$ cat src/rtl/lpc_pkg.sv
// Shared widths, register map, bit positions and FSM state type for the LPC
// prediction-error filter.
package lpc_pkg;

  localparam int LPC_ORDER     = 10;
  localparam int LPC_DATA_W    = 16;
  localparam int LPC_COEF_W    = 16;
  localparam int LPC_COEF_FRAC = 12;
  localparam int LPC_ACC_W     = 40;

  localparam logic [2:0] REG_COEF_IDX  = 3'd0;
  localparam logic [2:0] REG_COEF_DATA = 3'd1;
  localparam logic [2:0] REG_CTRL      = 3'd2;
  localparam logic [2:0] REG_STATUS    = 3'd3;
  localparam logic [2:0] REG_CLEAR     = 3'd4;
  localparam logic [2:0] REG_COUNT     = 3'd5;

  localparam int CTRL_ENABLE_BIT  = 0;
  localparam int CTRL_BYPASS_BIT  = 1;
  localparam int STAT_BUSY_BIT    = 0;
  localparam int STAT_OVERRUN_BIT = 1;
  localparam int CLEAR_BIT        = 0;

  typedef enum logic [1:0] {
    IDLE = 2'd0,
    MAC  = 2'd1,
    OUT  = 2'd2
  } lpc_state_e;

endpackage

$ cat src/rtl/lpc_mac.sv
// Serial multiply-accumulate: one signed COEF_W x DATA_W product per cycle
// added into an ACC_W accumulator; clr preloads the accumulator with init.
module lpc_mac
  import lpc_pkg::*;
#(
  parameter int COEF_W = LPC_COEF_W,
  parameter int DATA_W = LPC_DATA_W,
  parameter int ACC_W  = LPC_ACC_W
) (
  input  logic                     clk,
  input  logic                     rst,
  input  logic                     clr,
  input  logic signed [ACC_W-1:0]  init,
  input  logic                     en,
  input  logic signed [COEF_W-1:0] a,
  input  logic signed [DATA_W-1:0] b,
  output logic signed [ACC_W-1:0]  acc
);

  localparam int PROD_W = COEF_W + DATA_W;

  logic signed [PROD_W-1:0] prod_s;
  logic signed [ACC_W-1:0]  prod_ext_s;

  // full-precision product, sign-extended to the accumulator width
  always_comb begin
    prod_s     = PROD_W'(a) * PROD_W'(b);
    prod_ext_s = {{(ACC_W-PROD_W){prod_s[PROD_W-1]}}, prod_s};
  end

  // accumulator: preload on clr, accumulate on en
  always_ff @(posedge clk or negedge rst) begin
    if (!rst) begin
      acc <= '0;
    end else if (clr) begin
      acc <= init;
    end else if (en) begin
      acc <= acc + prod_ext_s;
    end
  end

endmodule

$ cat src/rtl/lpc_error_filter.sv
// Streaming LPC analysis filter e[n] = x[n] - sum a_k*x[n-k] with a serial MAC,
// coefficient bank and Avalon-MM control slave.
module lpc_error_filter
  import lpc_pkg::*;
#(
  parameter int ORDER     = LPC_ORDER,
  parameter int DATA_W    = LPC_DATA_W,
  parameter int COEF_W    = LPC_COEF_W,
  parameter int COEF_FRAC = LPC_COEF_FRAC,
  parameter int ACC_W     = LPC_ACC_W
) (
  input  logic                     clk,
  input  logic                     rst,
  input  logic signed [DATA_W-1:0] d_in,
  input  logic                     v_in,
  output logic signed [DATA_W-1:0] d_out,
  output logic                     vout,
  input  logic [2:0]               addr,
  input  logic [31:0]              writedata,
  input  logic                     write,
  input  logic                     read,
  output logic [31:0]              readdata
);

  localparam int IDX_W = (ORDER > 1) ? $clog2(ORDER) : 1;
  localparam logic signed [ACC_W-1:0] RND_INIT = {{(ACC_W-1){1'b0}}, 1'b1} << (COEF_FRAC-1);
  localparam logic signed [ACC_W-1:0] SAT_MAX  = {{(ACC_W-DATA_W+1){1'b0}}, {(DATA_W-1){1'b1}}};
  localparam logic signed [ACC_W-1:0] SAT_MIN  = {{(ACC_W-DATA_W+1){1'b1}}, {(DATA_W-1){1'b0}}};

  lpc_state_e               state_r;
  logic [IDX_W-1:0]         k_r;
  logic signed [DATA_W-1:0] x_r;
  logic signed [DATA_W-1:0] hist_r [0:ORDER-1];
  logic signed [COEF_W-1:0] coef_r [0:ORDER-1];
  logic [7:0]               coef_idx_r;
  logic                     enable_r;
  logic                     bypass_r;
  logic                     overrun_r;
  logic [31:0]              count_r;

  logic                     clr_wr_s;
  logic                     accept_s;
  logic                     shift_s;
  logic signed [DATA_W-1:0] hist_in_s;
  logic signed [COEF_W-1:0] mac_a_s;
  logic signed [DATA_W-1:0] mac_b_s;
  logic signed [ACC_W-1:0]  acc_s;
  logic signed [ACC_W-1:0]  pred_s;
  logic signed [ACC_W-1:0]  err_s;
  logic signed [DATA_W-1:0] sat_s;
  logic [31:0]              rd_mux_s;

  // sample acceptance, history shift source and MAC operand select
  always_comb begin
    clr_wr_s  = write && (addr == REG_CLEAR) && writedata[CLEAR_BIT];
    accept_s  = (state_r == IDLE) && enable_r && v_in && !clr_wr_s;
    shift_s   = (state_r == OUT) || (accept_s && bypass_r);
    hist_in_s = (state_r == OUT) ? x_r : d_in;
    mac_a_s   = coef_r[k_r];
    mac_b_s   = hist_r[k_r];
  end

  lpc_mac #(
    .COEF_W (COEF_W),
    .DATA_W (DATA_W),
    .ACC_W  (ACC_W)
  ) u_mac (
    .clk  (clk),
    .rst  (rst),
    .clr  (accept_s && !bypass_r),
    .init (RND_INIT),
    .en   (state_r == MAC),
    .a    (mac_a_s),
    .b    (mac_b_s),
    .acc  (acc_s)
  );

  // rounded prediction, error at accumulator width, saturation to the sample range
  always_comb begin
    pred_s = acc_s >>> COEF_FRAC;
    err_s  = {{(ACC_W-DATA_W){x_r[DATA_W-1]}}, x_r} - pred_s;
    if (err_s > SAT_MAX) begin
      sat_s = SAT_MAX[DATA_W-1:0];
    end else if (err_s < SAT_MIN) begin
      sat_s = SAT_MIN[DATA_W-1:0];
    end else begin
      sat_s = err_s[DATA_W-1:0];
    end
  end

  // sequencing FSM, output register, history, overrun flag and sample count
  always_ff @(posedge clk or negedge rst) begin
    if (!rst) begin
      state_r   <= IDLE;
      k_r       <= '0;
      x_r       <= '0;
      d_out     <= '0;
      vout      <= 1'b0;
      overrun_r <= 1'b0;
      count_r   <= 32'd0;
      for (int i = 0; i < ORDER; i++) hist_r[i] <= '0;
    end else if (clr_wr_s) begin
      // clear aborts any computation and drops a coincident sample silently
      state_r   <= IDLE;
      vout      <= 1'b0;
      overrun_r <= 1'b0;
      count_r   <= 32'd0;
      for (int i = 0; i < ORDER; i++) hist_r[i] <= '0;
    end else begin
      vout <= 1'b0;
      case (state_r)
        IDLE: begin
          if (accept_s) begin
            if (bypass_r) begin
              d_out <= d_in;
              vout  <= 1'b1;
            end else begin
              x_r     <= d_in;
              k_r     <= '0;
              state_r <= MAC;
            end
          end
        end
        MAC: begin
          k_r <= k_r + IDX_W'(1);
          if (k_r == IDX_W'(ORDER-1)) state_r <= OUT;
        end
        OUT: begin
          d_out   <= sat_s;
          vout    <= 1'b1;
          state_r <= IDLE;
        end
        default: state_r <= IDLE;
      endcase
      if (shift_s) begin
        hist_r[0] <= hist_in_s;
        for (int i = 1; i < ORDER; i++) hist_r[i] <= hist_r[i-1];
        count_r <= count_r + 32'd1;
      end
      if ((state_r != IDLE) && v_in) overrun_r <= 1'b1;
    end
  end

  // coefficient bank and control writes; bank is locked while enabled
  always_ff @(posedge clk or negedge rst) begin
    if (!rst) begin
      coef_idx_r <= 8'd0;
      enable_r   <= 1'b0;
      bypass_r   <= 1'b0;
      for (int i = 0; i < ORDER; i++) coef_r[i] <= '0;
    end else if (write) begin
      case (addr)
        REG_COEF_IDX: begin
          if (!enable_r) coef_idx_r <= (|writedata[31:8]) ? 8'hFF : writedata[7:0];
        end
        REG_COEF_DATA: begin
          if (!enable_r && (coef_idx_r < 8'(ORDER))) begin
            coef_r[coef_idx_r[IDX_W-1:0]] <= writedata[COEF_W-1:0];
            coef_idx_r <= coef_idx_r + 8'd1;
          end
        end
        REG_CTRL: begin
          enable_r <= writedata[CTRL_ENABLE_BIT];
          bypass_r <= writedata[CTRL_BYPASS_BIT];
        end
        default: ;
      endcase
    end
  end

  // read-data mux
  always_comb begin
    rd_mux_s = 32'd0;
    case (addr)
      REG_CTRL: begin
        rd_mux_s[CTRL_ENABLE_BIT] = enable_r;
        rd_mux_s[CTRL_BYPASS_BIT] = bypass_r;
      end
      REG_STATUS: begin
        rd_mux_s[STAT_BUSY_BIT]    = (state_r != IDLE);
        rd_mux_s[STAT_OVERRUN_BIT] = overrun_r;
      end
      REG_COUNT: rd_mux_s = count_r;
      default:   rd_mux_s = 32'd0;
    endcase
  end

  // registered read data, valid the cycle after read
  always_ff @(posedge clk or negedge rst) begin
    if (!rst) begin
      readdata <= 32'd0;
    end else if (read) begin
      readdata <= rd_mux_s;
    end else begin
      readdata <= 32'd0;
    end
  end

endmodule

$ cat config.mk
export PLATFORM = sky130hd
export DESIGN_NAME = lpc_error_filter
export DESIGN_NICKNAME = d
export VERILOG_FILES = /design/src/rtl/lpc_pkg.sv /design/src/rtl/lpc_mac.sv /design/src/rtl/lpc_error_filter.sv
export SDC_FILE = /design/constraint.sdc
export NUM_CORES = 2
export LEC_CHECK = 0
export ABC_AREA = 1
export BUFFER_PORTS_ARGS = -buffer_cell sky130_fd_sc_hd__buf_2
export CAP_MARGIN = 20
export CORE_ASPECT_RATIO = 1.2
export CORE_UTILIZATION = 64
export DETAILED_ROUTE_END_ITERATION = 10
export HOLD_SLACK_MARGIN = 0.02
export PLACE_DENSITY = 0.88
export SETUP_SLACK_MARGIN = 0.3
export SLEW_MARGIN = 25
export SYNTH_ARGS = -nofsm -noshare
export SYNTH_HDL_FRONTEND = slang
export SYNTH_SLANG_ARGS = --single-unit
$ cat constraint.sdc
create_clock -name clk -period 9.9 [get_ports clk]
set_clock_uncertainty 0.2 [all_clocks]
set_input_delay 1.485 -clock clk [delete_from_list [all_inputs] [get_ports clk]]
set_output_delay 1.485 -clock clk [all_outputs]
set_load 0.01 [all_outputs]
==> summary.txt <==
Status - finished with violations
Violations in the final reports - design-rule violations
Max frequency - 0.114 GHz
Asr flop ratio synth - 100%
Synthesized Nets - 5133
First-pass GRT wire length - 167 mm
RSZ-0062 raised after global routing - no
ANT nets after route - 0
Via count of the first global-routing pass - 32.4k
Nets - 5140
CTS Buf Count - 49
Final Cycle Share - 88.6%
Clock transition at path regs - 0.06 ns
Max clock buf depth - 3
Max stage delay on crit path - 0.81 ns
Worst Max-Slew Pin Slew - 1.08 ns
Area growth, synth to finish - 7.70%
Most used cell, CP - fa_1
Initial Util - 65.0%
Initial DRT Pass Iterations - 9
Die width - 220 microns
Slew Limit Fails - 0
Final critical-path required period - 8.77 ns
Pre-CTS setup slack - 1.29 ns
Root Driver - clkbuf_16
Synth Cell Area - 0.0366 sq mm
Sink Count - 474
Post-CTS setup buffers - 0
Hpwl dp - 73.3 mm
Worst Setup Slack, final - 1.13 ns
Yosys cell types - 51
Pin count of the biggest net entering global routing - 178
Seq/Total Area, Yosys - 32.5%
WS Path Type - reg -> reg
Post-CTS resize count - 0
Slowest CP cell - dfrtp_4
WL/cell - 19.2 microns
Total GRT Usage - 36.4%
Setup TNS - 0 ns
Number of H-tree levels - 2
Area after DPL - 0.0376 sq mm
Syn avg cell area - 7.95 sq um
Vias per inst - 5.96
N_diodes - 0
Clk Latency, worst-skew pair - 0.62 ns
GRT overflow - 0
Final setup fails - 0
# DRC - 7
Total wire length - 103 mm
RD Place Congestion - 0.964
Primary FF master, synth - dfrtp_1
Die Y-Extent - 264 microns
Max_cap viols - 0
Initial antenna violation count - 1
Core Box Area - 0.0562 sq mm
Synthesized instance count - 4596
Initial drt markers - 3725
Layout cells sized above 1 - 6.01%
Die area - 0.0581 sq mm
Rows - 95
# hold bufs at CTS - 0
Crit. End Element - flip-flop
Finished Cell Area - 0.0394 sq mm
Slew HR - 27.5%
CP Max Fanout - 78
Fin. Hold Viols - 0
CTS tree - built
Worst reg-to-reg setup slack - 1.13 ns
WP data required - 10.17 ns
Count of flip-flops with a built-in enable after synthesis - 0
Yosys warns - 0
PortBufs - 104
Final core occ - 70.0%
Crit path arrival time - 9.04 ns
HP Class - reg -> reg
# IOs - 105
FF+latch count, synth - 474
Routed via count - 32.0k
Startpoint types - flip-flop
Fillers - 4152
[stage by stage]
| stage | hold slack, ns | std cells |
|---|---|---|
| after floorplan | 0.248 | 4596 |
| after global placement | 0.258 | 5277 |
| after detailed placement | 0.262 | 5277 |
| after CTS | 0.278 | 5364 |
| after global routing | 0.291 | 5366 |
| final | 0.274 | 5366 |
[cell usage after synthesis (3+ instances only)]
library cell / n / share of area (%)
xor2_1: 18 / 0.43
a21oi_1: 191 / 2.6
inv_2: 9 / 0.092
o21a_1: 4 / 0.082
o21ai_0: 489 / 6.7
o41ai_1: 15 / 0.36
o211ai_1: 9 / 0.18
o21ai_1: 16 / 0.22
nor4_1: 14 / 0.24
o31ai_1: 50 / 1.0
nor2_1: 296 / 3.0
a21o_1: 11 / 0.23
nand2_1: 961 / 9.9
nand4_1: 31 / 0.53
ha_1: 150 / 5.1
inv_1: 911 / 9.4
a22oi_1: 3 / 0.062
a211oi_1: 7 / 0.14
buf_2: 42 / 0.58
clkbuf_1: 141 / 1.4
dfrtp_1: 474 / 32
xnor2_1: 14 / 0.34
a31oi_1: 13 / 0.22
o22ai_1: 15 / 0.26
a31o_2: 9 / 0.22
mux2i_1: 21 / 0.58
buf_1: 16 / 0.16
fa_1: 331 / 18
o221ai_1: 29 / 0.69
a22o_1: 5 / 0.12
a32o_1: 11 / 0.30
nor3b_1: 3 / 0.062
nor3_1: 32 / 0.44
nand3_1: 230 / 3.1
[layer usage]
metal  GRT usage [%]  share of wire [%]  up-vias  wire length [microns]
met1            44.0                 36    15400                  36900
met2            59.9                 49     1733                  50200
met3            6.86                8.5      427                   8770
met5               0                  0        -                      0
li1                -                  -    14500                      -
met4            22.6                6.8        0                   7030
[worst max-delay path, delay by kind of cell, from the launching register on]
kind,cells,cell delay [ns]
AOI/OAI and AO/OA,8,1.61
adders and majority gates,7,3.54
buffers and inverters,6,1.32
DFF,1,0.81
and+or+nand+nor,7,1.04
[worst paths after layout]
| path | from | to | cells past startpoint |
|---|---|---|---|
| worst min register to register | d_out[2] | d_out[2] | 2 |
| worst min-delay path | d_out[2] | d_out[2] | 2 |
| worst max-delay path | k_r[0] | u_mac.acc[30] | 28 |
| worst max register to register | k_r[0] | u_mac.acc[30] | 28 |
| max in group asynchronous | rst | readdata[22] | 3 |
| min in group asynchronous | rst | coef_r[115] | 1 |
[cells in the final DEF, fill, tap and decap left out, types with 10 or more instances in the layout]
cell and instances:
o221ai_1 29, buf_2 103, o41ai_1 15, fa_1 331, o21ai_1 14, inv_1 909
o21ai_0 489, nand2_1 951, dfrtp_1 472, clkbuf_16 49, nor2_1 295, clkbuf_8 10
buf_4 49, nor3_1 32, ha_1 150, a21o_1 11, a21oi_1 191, o22ai_1 15
nand3_1 230, nor4_1 14, xor2_1 18, xnor2_1 14, a31oi_1 13, a32o_1 11
nand4_1 31, nand2_2 11, mux2i_1 21, o31ai_1 50
[cells by family after synthesis]
| group | after synthesis | share of synthesized area [%] |
|---|---|---|
| fa+ha+maj | 481 | 23.3 |
| buf+inv | 1123 | 11.7 |
| xor+xnor | 32 | 0.767 |
| flops | 474 | 32.5 |
| mux | 21 | 0.575 |
| compound gates | 883 | 13.6 |
| simple gates | 1582 | 17.7 |
[cell type report]
type	count	area [sq um]	area share, %
Timing Repair Buffer	157	985	2.50
Clock buffer	66	1390	3.53
Sequential cell	474	11900	30.1
Tap cell	727	910	2.31
Multi-Input combinational cell	2999	20500	52.0
Inverter	922	3460	8.80
Clock inverter	21	289	0.734
[flip-flops by register name, indices dropped and copies added, names as in the netlist]
name        cells
k_r             4
overrun_r       1
coef_r        160
coef_idx_r      8
count_r        32
x_r            16
d_out          16
readdata       32
state_r         2
enable_r        1
vout            1
u_mac.acc      40
hist_r        160
bypass_r        1
Power is not shown: default switching activity piles up to over one toggle a cycle in this logic, so the estimate is an artifact.
